**src/rtl/pwm_bank_pkg.sv**
```systemverilog
// rtl/pwm_bank_pkg.sv - shared types and helpers for the pwm_bank block
package pwm_bank_pkg;

    // Load sequencer states: waiting for start, filling shadow bank, bank ready to commit
    typedef enum logic [1:0] {
        L_IDLE,
        L_FILL,
        L_PEND
    } load_state_e;

    // Period counter direction (DOWN only used by the center-aligned build)
    typedef enum logic {
        UP,
        DOWN
    } dir_e;

    // Full-scale count for a given duty/counter width
    function automatic int unsigned max_of(input int unsigned w);
        return (32'd1 << w) - 32'd1;
    endfunction

endpackage

```
**src/rtl/pwm_bank_if.sv**
```systemverilog
// rtl/pwm_bank_if.sv - duty word load handshake between a source and pwm_bank
// Signals:
//   start    - marks the channel 0 word of a load (qualified by in_valid)
//   in_valid - duty word valid
//   in_ready - sink accepts a word when in_valid && in_ready
//   data     - duty word, channel order 0..CH-1
interface pwm_bank_if #(
    parameter int DWIDTH = 8
);
    logic              start;
    logic              in_valid;
    logic              in_ready;
    logic [DWIDTH-1:0] data;

    modport master (output start, output in_valid, output data, input in_ready);
    modport slave  (input start, input in_valid, input data, output in_ready);
endinterface

```
**src/rtl/pwm_bank_timebase.sv**
```systemverilog
// rtl/pwm_bank_timebase.sv - prescaler plus shared PWM period counter
// Ports:
//   clk, rst     - clock, asynchronous active-low reset
//   en           - run enable; when low prescaler and counter are held at 0
//   div          - tick every div+1 clocks, latched at period boundaries
//   center       - (PWM_CENTER_ALIGN_EN only) up/down counting, latched at boundaries
//   tick         - prescaler tick strobe
//   cnt          - current period count
//   boundary     - the tick that ends a period (counter returns to 0)
module pwm_bank_timebase
    import pwm_bank_pkg::*;
#(
    parameter int DWIDTH  = 8,
    parameter int PRESC_W = 4
) (
    input  logic               clk,
    input  logic               rst,
    input  logic               en,
    input  logic [PRESC_W-1:0] div,
`ifdef PWM_CENTER_ALIGN_EN
    input  logic               center,
`endif
    output logic               tick,
    output logic [DWIDTH-1:0]  cnt,
    output logic               boundary
);

    localparam logic [DWIDTH-1:0] MAXV = DWIDTH'(max_of(DWIDTH));

    logic [PRESC_W-1:0] presc_q, presc_d;
    logic [PRESC_W-1:0] div_q, div_d;
    logic [DWIDTH-1:0]  cnt_q, cnt_d;
`ifdef PWM_CENTER_ALIGN_EN
    logic center_q, center_d;
    dir_e dir_q, dir_d;
`endif

    always_comb begin
        tick = en && (presc_q == div_q);
`ifdef PWM_CENTER_ALIGN_EN
        if (center_q) boundary = tick && (dir_q == DOWN) && (cnt_q == DWIDTH'(1));
        else          boundary = tick && (cnt_q == MAXV);
        center_d = center_q;
        dir_d    = dir_q;
`else
        boundary = tick && (cnt_q == MAXV);
`endif
        presc_d = presc_q;
        cnt_d   = cnt_q;
        div_d   = div_q;
        if (!en) begin
            // Idle: keep following div so a restart uses the current setting
            presc_d = '0;
            cnt_d   = '0;
            div_d   = div;
`ifdef PWM_CENTER_ALIGN_EN
            center_d = center;
            dir_d    = UP;
`endif
        end else if (!tick) begin
            presc_d = presc_q + PRESC_W'(1);
        end else begin
            presc_d = '0;
            if (boundary) begin
                // Period settings only change here, so no runt periods
                cnt_d = '0;
                div_d = div;
`ifdef PWM_CENTER_ALIGN_EN
                center_d = center;
                dir_d    = UP;
`endif
            end else begin
`ifdef PWM_CENTER_ALIGN_EN
                if (center_q && (dir_q == DOWN)) begin
                    cnt_d = cnt_q - DWIDTH'(1);
                end else if (center_q && (cnt_q == MAXV)) begin
                    cnt_d = MAXV - DWIDTH'(1);
                    dir_d = DOWN;
                end else begin
                    cnt_d = cnt_q + DWIDTH'(1);
                end
`else
                cnt_d = cnt_q + DWIDTH'(1);
`endif
            end
        end
    end

    always_ff @(posedge clk or negedge rst) begin
        if (!rst) begin
            presc_q <= '0;
            div_q   <= '0;
            cnt_q   <= '0;
`ifdef PWM_CENTER_ALIGN_EN
            center_q <= 1'b0;
            dir_q    <= UP;
`endif
        end else begin
            presc_q <= presc_d;
            div_q   <= div_d;
            cnt_q   <= cnt_d;
`ifdef PWM_CENTER_ALIGN_EN
            center_q <= center_d;
            dir_q    <= dir_d;
`endif
        end
    end

    assign cnt = cnt_q;

endmodule

```
**src/rtl/pwm_bank.sv**
```systemverilog
// rtl/pwm_bank.sv - multi-channel PWM with atomically committed duty bank
// Ports:
//   clk, rst - clock, asynchronous active-low reset
//   en       - run enable for counter and outputs
//   div      - prescaler divider (tick every div+1 clocks)
//   center   - (PWM_CENTER_ALIGN_EN only) center-aligned mode select
//   bus      - duty word load handshake (pwm_bank_if slave)
//   out      - PWM outputs, out[i] for channel i
//   hsync    - one-clock strobe on the first output cycle of a new bank
//   busy     - load in progress or bank waiting to commit
module pwm_bank
    import pwm_bank_pkg::*;
#(
    parameter int CH      = 8,
    parameter int DWIDTH  = 8,
    parameter int PRESC_W = 4
) (
    input  logic               clk,
    input  logic               rst,
    input  logic               en,
    input  logic [PRESC_W-1:0] div,
`ifdef PWM_CENTER_ALIGN_EN
    input  logic               center,
`endif
    pwm_bank_if.slave          bus,
    output logic [0:CH-1]      out,
    output logic               hsync,
    output logic               busy
);

    localparam int IDXW = (CH > 1) ? $clog2(CH) : 1;

    load_state_e       state_q, state_d;
    logic [IDXW-1:0]   idx_q, idx_d;
    logic [DWIDTH-1:0] shadow_q [CH];
    logic [DWIDTH-1:0] shadow_d [CH];
    logic [DWIDTH-1:0] active_q [CH];
    logic [DWIDTH-1:0] active_d [CH];
    logic [0:CH-1]     out_q, out_d;
    logic              in_ready_q, in_ready_d;
    logic              busy_q, busy_d;
    logic              sync_q, sync_d;
    logic              hsync_q, hsync_d;
    logic              accept, commit, tick, boundary;
    logic [DWIDTH-1:0] cnt;

    pwm_bank_timebase #(
        .DWIDTH  (DWIDTH),
        .PRESC_W (PRESC_W)
    ) u_timebase (
        .clk      (clk),
        .rst      (rst),
        .en       (en),
        .div      (div),
`ifdef PWM_CENTER_ALIGN_EN
        .center   (center),
`endif
        .tick     (tick),
        .cnt      (cnt),
        .boundary (boundary)
    );

    always_comb begin
        accept = bus.in_valid && in_ready_q;
        // With the counter stopped there is no boundary to wait for
        commit   = (state_q == L_PEND) && (!en || (tick && boundary));
        state_d  = state_q;
        idx_d    = idx_q;
        shadow_d = shadow_q;
        active_d = active_q;
        unique case (state_q)
            L_IDLE: begin
                if (accept && bus.start) begin
                    shadow_d[0] = bus.data;
                    idx_d       = IDXW'(1);
                    if (CH == 1) state_d = L_PEND;
                    else         state_d = L_FILL;
                end
            end
            L_FILL: begin
                if (accept) begin
                    if (bus.start) begin
                        // A new start abandons the partial bank
                        shadow_d[0] = bus.data;
                        idx_d       = IDXW'(1);
                    end else begin
                        shadow_d[idx_q] = bus.data;
                        if (idx_q == IDXW'(CH - 1)) state_d = L_PEND;
                        else                        idx_d   = idx_q + IDXW'(1);
                    end
                end
            end
            L_PEND: begin
                if (commit) begin
                    active_d = shadow_q;
                    state_d  = L_IDLE;
                end
            end
            default: state_d = L_IDLE;
        endcase
        in_ready_d = (state_d != L_PEND);
        busy_d     = (state_d != L_IDLE);
        // Two stages so hsync lines up with the registered cnt=0 outputs
        sync_d  = commit;
        hsync_d = sync_q;
        for (int i = 0; i < CH; i++) out_d[i] = en && (cnt < active_q[i]);
    end

    always_ff @(posedge clk or negedge rst) begin
        if (!rst) begin
            state_q    <= L_IDLE;
            idx_q      <= '0;
            for (int i = 0; i < CH; i++) begin
                shadow_q[i] <= '0;
                active_q[i] <= '0;
            end
            out_q      <= '0;
            in_ready_q <= 1'b0;
            busy_q     <= 1'b0;
            sync_q     <= 1'b0;
            hsync_q    <= 1'b0;
        end else begin
            state_q    <= state_d;
            idx_q      <= idx_d;
            shadow_q   <= shadow_d;
            active_q   <= active_d;
            out_q      <= out_d;
            in_ready_q <= in_ready_d;
            busy_q     <= busy_d;
            sync_q     <= sync_d;
            hsync_q    <= hsync_d;
        end
    end

    assign bus.in_ready = in_ready_q;
    assign out          = out_q;
    assign hsync        = hsync_q;
    assign busy         = busy_q;

endmodule

```
**src/flat_wrapper.sv**
```systemverilog
// flat-port wrapper written by rule: the top's interface ports become plain ports
module pwm_bank_flat import pwm_bank_pkg::*;
#(
    parameter int CH      = 8,
    parameter int DWIDTH  = 8,
    parameter int PRESC_W = 4
)
  (clk, rst, en, div, out, hsync, busy, bus_start, bus_in_valid, bus_data, bus_in_ready);
  pwm_bank_if #(.DWIDTH(DWIDTH)) bus_i ();
  input  logic clk;
  input  logic rst;
  input  logic en;
  input  logic [PRESC_W-1:0] div;
  output logic [0:CH-1] out;
  output logic hsync;
  output logic busy;
  input wire logic [$bits(bus_i.start)-1:0] bus_start;
  input wire logic [$bits(bus_i.in_valid)-1:0] bus_in_valid;
  input wire logic [$bits(bus_i.data)-1:0] bus_data;
  output wire logic [$bits(bus_i.in_ready)-1:0] bus_in_ready;
  assign bus_i.start = bus_start;
  assign bus_i.in_valid = bus_in_valid;
  assign bus_i.data = bus_data;
  assign bus_in_ready = bus_i.in_ready;
  pwm_bank #(.CH(CH), .DWIDTH(DWIDTH), .PRESC_W(PRESC_W)) u_core (.clk(clk), .rst(rst), .en(en), .div(div), .bus(bus_i), .out(out), .hsync(hsync), .busy(busy));
endmodule
```
**config.mk**
```make
export PLATFORM = sky130hd
export DESIGN_NAME = pwm_bank_flat
export DESIGN_NICKNAME = d
export VERILOG_FILES = /design/src/rtl/pwm_bank_pkg.sv /design/src/rtl/pwm_bank_if.sv /design/src/rtl/pwm_bank_timebase.sv /design/src/rtl/pwm_bank.sv /design/src/flat_wrapper.sv
export SDC_FILE = /design/constraint.sdc
export NUM_CORES = 1
export LEC_CHECK = 0
export BUFFER_PORTS_ARGS = -buffer_cell sky130_fd_sc_hd__buf_2
export CAP_MARGIN = 15
export CELL_PAD_IN_SITES_DETAIL_PLACEMENT = 1
export CELL_PAD_IN_SITES_GLOBAL_PLACEMENT = 1
export CORE_AREA = 2 2 126 153
export DETAILED_ROUTE_END_ITERATION = 7
export DIE_AREA = 0 0 128 155
export PLACE_DENSITY = 0.9
export SLEW_MARGIN = 20
export SYNTH_ARGS = -nofsm -noshare
export SYNTH_HDL_FRONTEND = slang
export SYNTH_SLANG_ARGS = --single-unit
```
**constraint.sdc**
```tcl
create_clock -name clk -period 5.8 [get_ports clk]
set_input_delay 0.58 -clock clk [delete_from_list [all_inputs] [get_ports clk]]
set_output_delay 0.58 -clock clk [all_outputs]
set_load 0.01 [all_outputs]
```
==> flow_summary.ini <==
[die]
start_util = 0.529
die_w_microns = 128
die_area_sq_um = 19800
pin_count = 28
core_area_sq_um = 18400
num_rows = 55
die_h_microns = 155

[clock_network]
cts_tree = done
htreeDepth = 4
cts.sink_count = 161
cts-buffers-inserted = 17
root_buffer = clkbuf_16
hold_buffers = 0
cts_resized = 0
clockBufferDepth = 2
postCtsSetupBuffers = 0
insertion_delay_ns = 0.44
clkSlewWorstSetupHoldPaths_ns = 0.07

[worst_setup_path]
cp_num_buf_inv = 1
crit_path_max_fanout = 69
cp.arrival_ns = 3.49
worstSetupPathDepth = 6
startpoint = u_core.u_timebase.cnt[1]$_DFFE_PN0P_
endpoint_kind = flop
r2r-start = u_core.u_timebase.cnt[1]$_DFFE_PN0P_
worstSetupPathType = flop to flop
max_stage_delay_ns = 0.75
critPathRequiredTime_ns = 6.12
critPathTopFamily = simple AND/OR/NAND/NOR gates
crit_path_top_delay_cell = dfrtp_1
r2r_slack_ns = 2.62
startpoint_type = flop
crit_chain = ha_1 -> nand4_1 -> or2_4 -> buf_4 -> a221o_1 -> a211o_1
ff2ff_path_depth = 6
crit_end = u_core.active_q[40]$_DFFE_PN0P_
rr_endpoint = u_core.active_q[40]$_DFFE_PN0P_

[final_layout]
antenna_cells = 0
area_growth_pct = 7.44
fin_nets = 1045
final_common_cell = dfrtp_1
final_cell_count_no_fill = 1208
drive_gt1_frac = 0.143
fin_area_sq_um = 10500
mostFrequentLayoutCells = 161 x dfrtp_1, 124 x inv_1, 72 x a221o_1

[global_route]
grt_pass1_vias = 8757
grt_pass1_wl_microns = 47700
overflow = 0
grt_use_total = 0.311
grt_max_degree = 115
antenna_found_initial = 0

[logic_synthesis]
syn_area_sq_um = 9760
netlist_instances = 990
synth_top_cell_by_area = dfrtp_1
ys_seq_elements = 161
yosys.cell_types.count = 46
synth_nets = 1067
seq_area_frac_synth = 0.413
asyncSetResetFlopFracSynth = 1.00
yosys_most_used_dff = dfrtp_1
synth.avg_cell_area_sq_um = 9.86
synth.top_cell.area_share = 0.413
yosys_warnings = 0
synth_enable_flop_cells = 0
synth_area_leaders = dfrtp_1 41%, ha_1 7.7%, a221o_1 7.4%, mux2_2 7.0%, a211o_1 5.7%

[sta]
rsz0062_at_grt = false
drv_slew = 0
finalHoldViolCount = 0
setup_viol = 0
period_share = 0.547
relSlewSlack = 0.263
fin_setup_tns_ns = 0
fmax_ghz = 0.315
worst_slew_pin_slew_ns = 1.11
clock_skew_ns = 0.0116
finalCriticalPeriod_ns = 3.18

[detailed_routing]
dr_total_vias = 8147
drt_iter0_markers = 662
drt-vias-per-instance = 6.74
dr.pass1.iters = 5
wirelength_microns = 29800
wire_per_inst_microns = 24.7
drc_errors = 0
ant_nets = 0

[power]
ir_drop_v = 0.000248
static-leakage-power_nw = 4.74
total_power_mw = 3.19
p_per_area_nw_per_um2 = 304

[status]
status = complete, no violations

[placement]
place_congestion = 0.735
placed_cells = 1176
numPortBuffers = 27
place_area_sq_um = 9920
place_hpwl_microns = 16100

[worst_hold_path]
hold_class = primary input to asynchronous set/reset pin

[run]
maxCapViolCount = 0
[logic make-up after synthesis]
kind of cell    after synthesis  synth area share
simple gates                294             0.178
fa+ha+maj                    60            0.0769
compound gates              208             0.175
flops                       161             0.413
mux                          61            0.0704
xor+xnor                      6           0.00539
buf+inv                     200            0.0810
[worst min path at each step]
stage	endpoint	cells past startpoint	startpoint
finish	u_core.shadow_q[36]$_DFFE_PN0P_	1	rst
global route	u_core.shadow_q[27]$_DFFE_PN0P_	1	rst
CTS	u_core.hsync_d$_DFF_PN0_	1	rst
detailed placement	u_core.hsync$_DFF_PN0_	0	u_core.hsync_d$_DFF_PN0_
global placement	u_core.hsync$_DFF_PN0_	0	u_core.hsync_d$_DFF_PN0_
floorplan	u_core.active_q[0]$_DFFE_PN0P_	0	rst
[stage by stage]
step | utilization | setup WS [ns] | hold slack, ns
floorplan | - | 3.65 | 0.284
global placement | 0.538 | 2.92 | 0.338
detailed placement | 0.538 | 2.78 | 0.343
CTS | 0.567 | 2.69 | 0.0673
global route | 0.568 | 2.49 | 0.0851
finish | 0.568 | 2.62 | 0.0561
[Yosys cell counts (all sizes together) (2+ instances only)]
| cell type | instances |
|---|---|
| or4 | 2 |
| nand3 | 10 |
| xnor2 | 5 |
| dfrtp | 161 |
| nor3 | 64 |
| mux2 | 61 |
| nor2 | 4 |
| clkbuf | 59 |
| nand4 | 2 |
| or3 | 3 |
| a221o | 72 |
| ha | 60 |
| a21oi | 19 |
| and2 | 64 |
| a211o | 64 |
| a21boi | 5 |
| nor2b | 2 |
| buf | 17 |
| nand2 | 39 |
| nor4 | 67 |
| nand2b | 20 |
| inv | 124 |
| o21ai | 25 |
| a21o | 9 |
| a31oi | 8 |
| or4b | 2 |
| and3 | 9 |
[layout make-up]
type,count,area (sq um)
fillers,2051,7960
multi-input cells,629,4950
flip-flops and latches,161,4030
inverters,124,465
clock buffers,20,437
well taps,228,285
repair buffers,35,228
clock inverters,11,91.3
[report_power, final]
part           switching (mW)  internal, mW  leakage, nW
sequential              0.162          1.33         1.80
combinational           0.380         0.244         2.68
clock                   0.484         0.584        0.256
[flip-flops by register name (all words and copies together) (netlist names), 2 cells and up]
signal and count:
u_core.active_q 64, u_core.shadow_q 64, u_core.out 8, u_core.u_timebase.cnt 8, u_core.u_timebase.div_q 4, u_core.u_timebase.presc_q 4
u_core.idx_q 3, u_core.state_q 2
[per-layer routing]
layer  part of all wire  global-route usage  vias to the layer above  wire length [microns]
li1                   -                   -                     3574                      -
met1               0.40               0.386                     4186                  11800
met2               0.50               0.508                      286                  15000
met3              0.052              0.0609                      101                   1550
met4              0.049               0.176                        0                   1470
met5                  0                   0                        -                      0
Note: power is estimated with default switching activity, not from simulation.
